==> src/rtl/floor_request_if.sv <==
// Floor call bus: button/position inputs toward the scheduler, motor/door commands back.
interface floor_request_if #(
  parameter int N_FLOORS = 16,
  parameter int FLOOR_W  = 4
);
  logic [FLOOR_W-1:0]  floor_cur;
  logic                stopped;
  logic [N_FLOORS-1:0] req_set;
  logic                clear_all;
  logic [N_FLOORS-1:0] pending;
  logic                move_up;
  logic                move_down;
  logic                stop_here;
  logic                door_open;
  logic                dir_up;

  modport master (
    output floor_cur, stopped, req_set, clear_all,
    input  pending, move_up, move_down, stop_here, door_open, dir_up
  );

  modport slave (
    input  floor_cur, stopped, req_set, clear_all,
    output pending, move_up, move_down, stop_here, door_open, dir_up
  );
endinterface

==> src/rtl/floor_request_scheduler.sv <==
// Floor call latch plus SCAN scheduler: holds outstanding calls, clears them on
// service, and sequences move/stop/door commands sweep by sweep.
module floor_request_scheduler #(
  parameter int N_FLOORS    = 16,
  parameter int FLOOR_W     = 4,
  parameter int DOOR_CYCLES = 4
) (
  input logic             clk,
  input logic             rst_n,
  floor_request_if.slave  bus
);

  localparam int CNT_W = $clog2(DOOR_CYCLES + 1);
  localparam logic [CNT_W-1:0] DOCK = CNT_W'(DOOR_CYCLES - 1);

  typedef enum logic [1:0] {IDLE, UP, DOWN, SERVE} state_t;

  state_t              state;
  logic [N_FLOORS-1:0] pending;
  logic [N_FLOORS-1:0] pend_nxt;
  logic [N_FLOORS-1:0] hit;
  logic [CNT_W-1:0]    cnt;
  logic                dir_up, move_up, move_down, door_open;
  logic                above, below, any, stop_here, reload, serve;
  logic [FLOOR_W-1:0]  cur;
  logic [31:0]         cur32;

  assign cur   = bus.floor_cur;
  assign cur32 = 32'(cur);
  assign serve = (state == SERVE);

  // Floor one-hot and pending-above/below summary; out-of-range floors hit nothing.
  always_comb begin
    hit   = '0;
    above = 1'b0;
    below = 1'b0;
    for (int i = 0; i < N_FLOORS; i++) begin
      hit[i] = (cur32 == 32'(i));
      if (pending[i] && (32'(i) > cur32)) above = 1'b1;
      if (pending[i] && (32'(i) < cur32)) below = 1'b1;
    end
  end

  assign any       = |pending;
  assign stop_here = |(pending & hit);
  assign reload    = serve && |(bus.req_set & hit);

  // Call register: clear_all beats the arrival clear, which beats a new call.
  assign pend_nxt = bus.clear_all ? '0
                  : ((pending | bus.req_set) & ~(serve ? hit : '0));

  // Scheduler FSM; commands are registered alongside the state they belong to.
  always_ff @(posedge clk) begin
    if (!rst_n) begin
      state     <= IDLE;
      pending   <= '0;
      dir_up    <= 1'b1;
      cnt       <= '0;
      move_up   <= 1'b0;
      move_down <= 1'b0;
      door_open <= 1'b0;
    end else begin
      pending <= pend_nxt;
      case (state)
        IDLE: begin
          if (stop_here && bus.stopped) begin
            state <= SERVE; cnt <= DOCK; door_open <= 1'b1;
          end else if (above) begin
            state <= UP; dir_up <= 1'b1; move_up <= 1'b1;
          end else if (below) begin
            state <= DOWN; dir_up <= 1'b0; move_down <= 1'b1;
          end
        end
        UP: begin
          if (stop_here && bus.stopped) begin
            state <= SERVE; cnt <= DOCK; move_up <= 1'b0; door_open <= 1'b1;
          end else if (!any) begin
            state <= IDLE; move_up <= 1'b0;
          end else if (!above && !stop_here && below) begin
            // nothing left ahead: reverse the sweep
            state <= DOWN; dir_up <= 1'b0; move_up <= 1'b0; move_down <= 1'b1;
          end
        end
        DOWN: begin
          if (stop_here && bus.stopped) begin
            state <= SERVE; cnt <= DOCK; move_down <= 1'b0; door_open <= 1'b1;
          end else if (!any) begin
            state <= IDLE; move_down <= 1'b0;
          end else if (!below && !stop_here && above) begin
            state <= UP; dir_up <= 1'b1; move_down <= 1'b0; move_up <= 1'b1;
          end
        end
        SERVE: begin
          // a new call at this floor while the door is open just keeps it open
          if (reload) begin
            cnt <= DOCK;
          end else if (cnt != '0) begin
            cnt <= cnt - CNT_W'(1);
          end else begin
            door_open <= 1'b0;
            if (dir_up && above) begin
              state <= UP; move_up <= 1'b1;
            end else if (!dir_up && below) begin
              state <= DOWN; move_down <= 1'b1;
            end else if (above) begin
              state <= UP; dir_up <= 1'b1; move_up <= 1'b1;
            end else if (below) begin
              state <= DOWN; dir_up <= 1'b0; move_down <= 1'b1;
            end else begin
              state <= IDLE;
            end
          end
        end
        default: begin
          state <= IDLE; move_up <= 1'b0; move_down <= 1'b0; door_open <= 1'b0;
        end
      endcase
    end
  end

  assign bus.pending   = pending;
  assign bus.move_up   = move_up;
  assign bus.move_down = move_down;
  assign bus.stop_here = stop_here;
  assign bus.door_open = door_open;
  assign bus.dir_up    = dir_up;

endmodule
==> src/flat_wrapper.sv <==
// flat-port wrapper written by rule: the top's interface ports become plain ports
module floor_request_scheduler_flat 
#(
  parameter int N_FLOORS    = 16,
  parameter int FLOOR_W     = 4,
  parameter int DOOR_CYCLES = 4
)
  (clk, rst_n, bus_floor_cur, bus_stopped, bus_req_set, bus_clear_all, bus_pending, bus_move_up, bus_move_down, bus_stop_here, bus_door_open, bus_dir_up);
  floor_request_if #(.N_FLOORS(N_FLOORS), .FLOOR_W(FLOOR_W)) bus_i ();
  input logic clk;
  input logic rst_n;
  input wire logic [$bits(bus_i.floor_cur)-1:0] bus_floor_cur;
  input wire logic [$bits(bus_i.stopped)-1:0] bus_stopped;
  input wire logic [$bits(bus_i.req_set)-1:0] bus_req_set;
  input wire logic [$bits(bus_i.clear_all)-1:0] bus_clear_all;
  output wire logic [$bits(bus_i.pending)-1:0] bus_pending;
  output wire logic [$bits(bus_i.move_up)-1:0] bus_move_up;
  output wire logic [$bits(bus_i.move_down)-1:0] bus_move_down;
  output wire logic [$bits(bus_i.stop_here)-1:0] bus_stop_here;
  output wire logic [$bits(bus_i.door_open)-1:0] bus_door_open;
  output wire logic [$bits(bus_i.dir_up)-1:0] bus_dir_up;
  assign bus_i.floor_cur = bus_floor_cur;
  assign bus_i.stopped = bus_stopped;
  assign bus_i.req_set = bus_req_set;
  assign bus_i.clear_all = bus_clear_all;
  assign bus_pending = bus_i.pending;
  assign bus_move_up = bus_i.move_up;
  assign bus_move_down = bus_i.move_down;
  assign bus_stop_here = bus_i.stop_here;
  assign bus_door_open = bus_i.door_open;
  assign bus_dir_up = bus_i.dir_up;
  floor_request_scheduler #(.N_FLOORS(N_FLOORS), .FLOOR_W(FLOOR_W), .DOOR_CYCLES(DOOR_CYCLES)) u_core (.clk(clk), .rst_n(rst_n), .bus(bus_i));
endmodule
==> config.mk <==
export PLATFORM = sky130hd
export DESIGN_NAME = floor_request_scheduler_flat
export DESIGN_NICKNAME = d
export VERILOG_FILES = /design/src/rtl/floor_request_if.sv /design/src/rtl/floor_request_scheduler.sv /design/src/flat_wrapper.sv
export SDC_FILE = /design/constraint.sdc
export NUM_CORES = 1
export LEC_CHECK = 0
export CORE_AREA = 2 2 51 100
export DETAILED_ROUTE_END_ITERATION = 8
export DIE_AREA = 0 0 53 102
export GPL_TIMING_DRIVEN = 1
export PLACE_DENSITY = 0.7
export SETUP_SLACK_MARGIN = 0.4
export SLEW_MARGIN = 20
export SYNTH_ARGS = -nofsm -noshare
export SYNTH_HDL_FRONTEND = slang
export SYNTH_SLANG_ARGS = --single-unit
export TNS_END_PERCENT = 50
==> constraint.sdc <==
create_clock -name clk -period 7.6 [get_ports clk]
set_clock_uncertainty 0.2 [all_clocks]
set_input_delay 1.52 -clock clk [delete_from_list [all_inputs] [get_ports clk]]
set_output_delay 1.52 -clock clk [all_outputs]
set_load 0.1 [all_outputs]
# --- After elaboration in Yosys (flattened, before gate mapping) ---
# Index checks and enable logic that the tools add are counted.
word_totals:
  output_inout_bits: 21
  input_bits: 24
  ff_bits: 25
  word_cells: 233
classes:
  reduce_logical: 58
  order_cmp: 32
  addsub: 1
  n_eq_ne: 35
  bitwise_logic: 6
  muxes: 94
ops:
  columns: ["op", "count"]
  rows:
  - ["$mux 1", 69]
  - ["$and 16x16->16", 3]
  - ["$reduce_or 16->1", 3]
  - ["$logic_and 1x1->1", 40]
  - ["$eq 4x4->1 const B", 8]
  - ["$gt 4x4->1 const A", 8]
  - ["$logic_not 32->1", 1]
  - ["$lt 4x4->1 const A", 8]
  - ["$mux 2", 15]
  - ["$eq 4x3->1 const B", 4]
  - ["$gt 3x4->1 const A", 4]
  - ["$lt 3x4->1 const A", 4]
  - ["$mux 16", 1]
  - ["$not 16->16", 1]
  - ["$or 16x16->16", 1]
  - ["$reduce_and 8->1", 2]
  - ["$ne 2x2->1 const B", 7]
  - ["$pmux 1 s4", 3]
  - ["$reduce_and 11->1", 1]
  - ["$ne 2x1->1 const B", 5]
  - ["$mux 3", 3]
  - ["$eq 4x2->1 const B", 2]
  - ["$gt 1x4->1 const A", 2]
  - ["$gt 2x4->1 const A", 2]
  - ["other kinds (22)", 29]

# --- Longest topological paths before layout ---
logic_depth:
  depth_word: 25
  ltp_mapped: 10
  ltp_nobuf: 8

# --- Worst setup path after synthesis ---
# Ideal clock, no wire load.
synth_timing:
  path_kind: "input to output"
  start: "in bus_floor_cur[3]"
  end: "out bus_stop_here"
  n_path_buf: 1
  arrival_time_ns: 2.891
  required_time_ns: 5.880
  cell_stages: 5
  slack_ns: 2.989
  path_cell_list: "buf_4 > mux2i_1 > o32ai_1 > nor4b_1 > nand2_1"
synth_via:
  elab_chain_cells: 3
  word_cells_on_any_way: 18
  cone_classes: "15 x eq/ne; 1 x bitwise; 2 x reduce/logical"
synth_lines:
  columns: ["element", "line", "rtl"]
  rows:
  - ["start, declared", "flat_wrapper.sv:12", "input wire logic [$bits(bus_i.floor_cur)-1:0] bus_floor_cur;"]
  - ["$logic_not 32->1 (tied with other cells)", "floor_request_scheduler.sv:38", "hit[i] = (cur32 == 32'(i));"]
  - ["$and 16x16->16 (*)", "floor_request_scheduler.sv:45", "assign stop_here = |(pending & hit);"]
  - ["$reduce_or 16->1 (*)", "floor_request_scheduler.sv:45", null]
  - ["end, declared", "flat_wrapper.sv:19", "output wire logic [$bits(bus_i.stop_here)-1:0] bus_stop_here;"]
# Mark *: on every way between the ends. The rest lies on a longest branch, timed or not.

# --- Final worst setup path ---
layout_timing:
  start: "in bus_floor_cur[1]"
  end: "out bus_stop_here"
# The elaborated chain is that of the path after synthesis.

==> impl_metrics.ini <==
[run_status]
status = complete, no violations

[yosys]
synth.avg_cell_area_um2 = 8.15
ys_seq_elements = 25
synth_area_um2 = 2000
synth-edff-count = 0
synth_warnings = 0
synthFlopType = dfxtp_1
synth.distinct_cells = 55
synthCells = 245
synthArstFlopShare_pct = 0
yosysSeqAreaShare_pct = 25.1
syn_nets = 276

[route]
initialDrtViolationCount = 79
viasPerCell = 6.60
wire_per_inst_um = 21.4
top_layer = met4
drt-total-wl_um = 7250
ant_nets = 0
dr_wl_met2_um = 3860
vias = 2237
post-route-drc-count = 0
route.met3.wl_um = 365
drtPass1Iterations = 4
wl_met1_um = 2510

[clock_network]
cts_buffer_depth = 2
ctsHoldBuffers = 0
clock_latency_ns = 0.28
post_cts_buffers = 0
cts-resized-gates = 0
cts_tree = yes
cts_buffers = 3
cts_root_buf = clkbuf_8
htreeDepth = 1
cts_sinks = 25
clkTransAtPathRegs_ns = 0.10

[timing]
setup_tns_ns = 0
fmax_mhz = 159
final_hold_viol_count = 0
finalSetupViolCount = 0
period_minus_slack_ns = 6.30
fin_ws_ns = 1.30
max-slew-margin-rel_pct = 33.7
period_share_pct = 82.9
tightest_slew_ns = 0.991
rsz0062_at_grt = false
slew_viol_final = 0

[global_route]
grt_max_degree = 25
grt_pass1_vias = 2199
grt_overflow = 0
track_usage_pct = 28.7
grt_antenna_before_repair = 0
grt_pass1_wl_um = 11400

[die]
ios = 45
die_w_um = 53
dieHeight_um = 102
rows = 35
initial_core_util_pct = 43.4
core-area_um2 = 4600
dieArea_um2 = 5410

[flow_run]
maxCapViolCount = 0

[critical_path]
path_buf_inv = 2
critPathMaxStageDelay_ns = 1.15
critical_path_depth = 6
cp_data_arrival_time_ns = 4.58
path_cells = clkdlybuf4s50_1 > nand2_1 > o32ai_1 > nor4b_1 > nand2_1 > clkdlybuf4s50_1
crit_path_start_kind = input port
path_max_fanout = 24
required_ns = 5.88
crit_type = input port to output port
endpoint_kind = output port
crit_family = buffers and inverters
slowest_stage = clkdlybuf4s50_1
rr_worst_depth = 7

[placement]
place_congestion = 0.947
detailed_place_hpwl_um = 5510
dp_slack_ns = 1.36
port_buffers = 44

[pwr]
powerDensity_nw_per_um2 = 220
p_leak_nw = 0.917
vdd_ir_drop_max_mv = 0.118

[layout]
drive_gt1_share_pct = 8.80
areaGrowthSynthToFinish_pct = 24.6
nNetsFinal = 316
n_antenna_cell = 0

[hold_path]
hold_class = flip-flop to flip-flop
hold_depth = 2
## cells by family after synthesis
logic type / Yosys count / synth area share [%]
buffers and inverters: 26 / 6.70
DFF: 25 / 25.1
and+or+nand+nor: 85 / 24.2
muxes: 10 / 5.76
adders and majority gates: 7 / 4.39
AOI/OAI and AO/OA: 92 / 33.9
## per-stage QoR
step	cells	cell area [um^2]	util (%)	hold slack, ns	total power (W)
floorplan	245	2000	-	0.235	0.000381
detailed placement	335	2440	53.1	0.254	0.000458
finish	339	2490	54.1	0.272	0.000547
CTS	339	2490	54.1	0.270	0.000542
global placement	335	2440	53.1	0.248	0.000455
global route	339	2490	54.1	0.302	0.000572
## placed cells by master, fill, tap and decap left out, types with 3 or more instances in the layout
master | netlist | routed
a211oi_1 | 4 | 4
a21oi_1 | 15 | 15
a311oi_1 | 4 | 4
a31oi_1 | 9 | 9
and3_1 | 4 | 4
clkbuf_8 | 0 | 3
clkdlybuf4s50_1 | 0 | 44
dfxtp_1 | 25 | 25
ha_1 | 7 | 7
inv_1 | 15 | 15
mux2i_1 | 7 | 7
nand2_1 | 18 | 18
nand2b_1 | 8 | 8
nand3_1 | 8 | 8
nand4b_1 | 4 | 4
nor2_1 | 15 | 15
nor2b_1 | 5 | 5
nor3_1 | 4 | 4
nor4_1 | 3 | 3
o21ai_0 | 19 | 19
o221a_2 | 13 | 13
o22ai_1 | 5 | 5
## per-layer routing
layer,up-vias,track usage [%]
met5,-,0
met4,0,20.5
met3,35,3.22
met2,118,51.3
met1,1061,29.5
li1,1023,-
## report_power, final
part           switching (W)  total [W]  internal, W
Clock              0.0000487  0.0000865    0.0000377
Sequential         0.0000195   0.000167     0.000147
Combinational       0.000192   0.000294     0.000102
Total               0.000260   0.000547     0.000287
## synthesized netlist by cell type, drive strengths merged, types with 2 or more instances
cell	n	share of area, %
mux2i	7	3.5
o221a	13	7.3
nor2	15	2.8
buf	8	3.3
a311oi	4	1.8
dfxtp	25	25
a2111oi	2	1.8
a22o	2	0.88
and2b	2	0.75
ha	7	4.4
nor3	4	1.0
nor4	3	0.94
nand4b	4	1.8
o2bb2ai	2	0.88
o22ai	5	1.6
o31a	2	0.88
and3	5	1.6
nand2	18	3.4
nand2b	8	2.5
mux2	2	1.1
o2111ai	2	0.88
a31oi	9	2.8
a211oi	4	1.5
clkbuf	3	0.56
a21oi	15	3.8
nand3	8	2.0
nor4b	2	1.6
inv	15	2.8
and2	3	1.1
nand3b	2	0.75
nor2b	5	1.6
a211o	2	0.88
nor3b	2	0.75
o21ai	21	5.3
## worst min-delay path, delay by kind of cell (launching register included)
family | cells | cell delay, ns
AOI/OAI and AO/OA | 1 | 0.05
and+or+nand+nor | 1 | 0.05
DFF | 1 | 0.33
## path summary, 6_finish.rpt
check / start / end / slack (ns)
setup / recovery: bus_floor_cur[1] / bus_stop_here / 1.30
setup reg to reg: u_core.bus.pending[9] / u_core.bus.move_down / 4.51
hold / removal: u_core.cnt[2] / u_core.cnt[2] / 0.27
hold reg to reg: u_core.cnt[2] / u_core.cnt[2] / 0.27
## flip-flops by register name (all words and copies together), names as in the netlist
signal and cells:
u_core.cnt 3, u_core.bus.move_up 1, u_core.state 2, u_core.bus.move_down 1, u_core.bus.dir_up 1, u_core.bus.pending 16
u_core.bus.door_open 1
## final cells by class
class	instances	area [um^2]
fill	461	2110
clock buffer	4	45.0
sequential	25	500
inverter	15	56.3
timing repair buffer	46	455
multi-input combinational	194	1360
tap	55	68.8
Power figures use the tool's default switching activity.
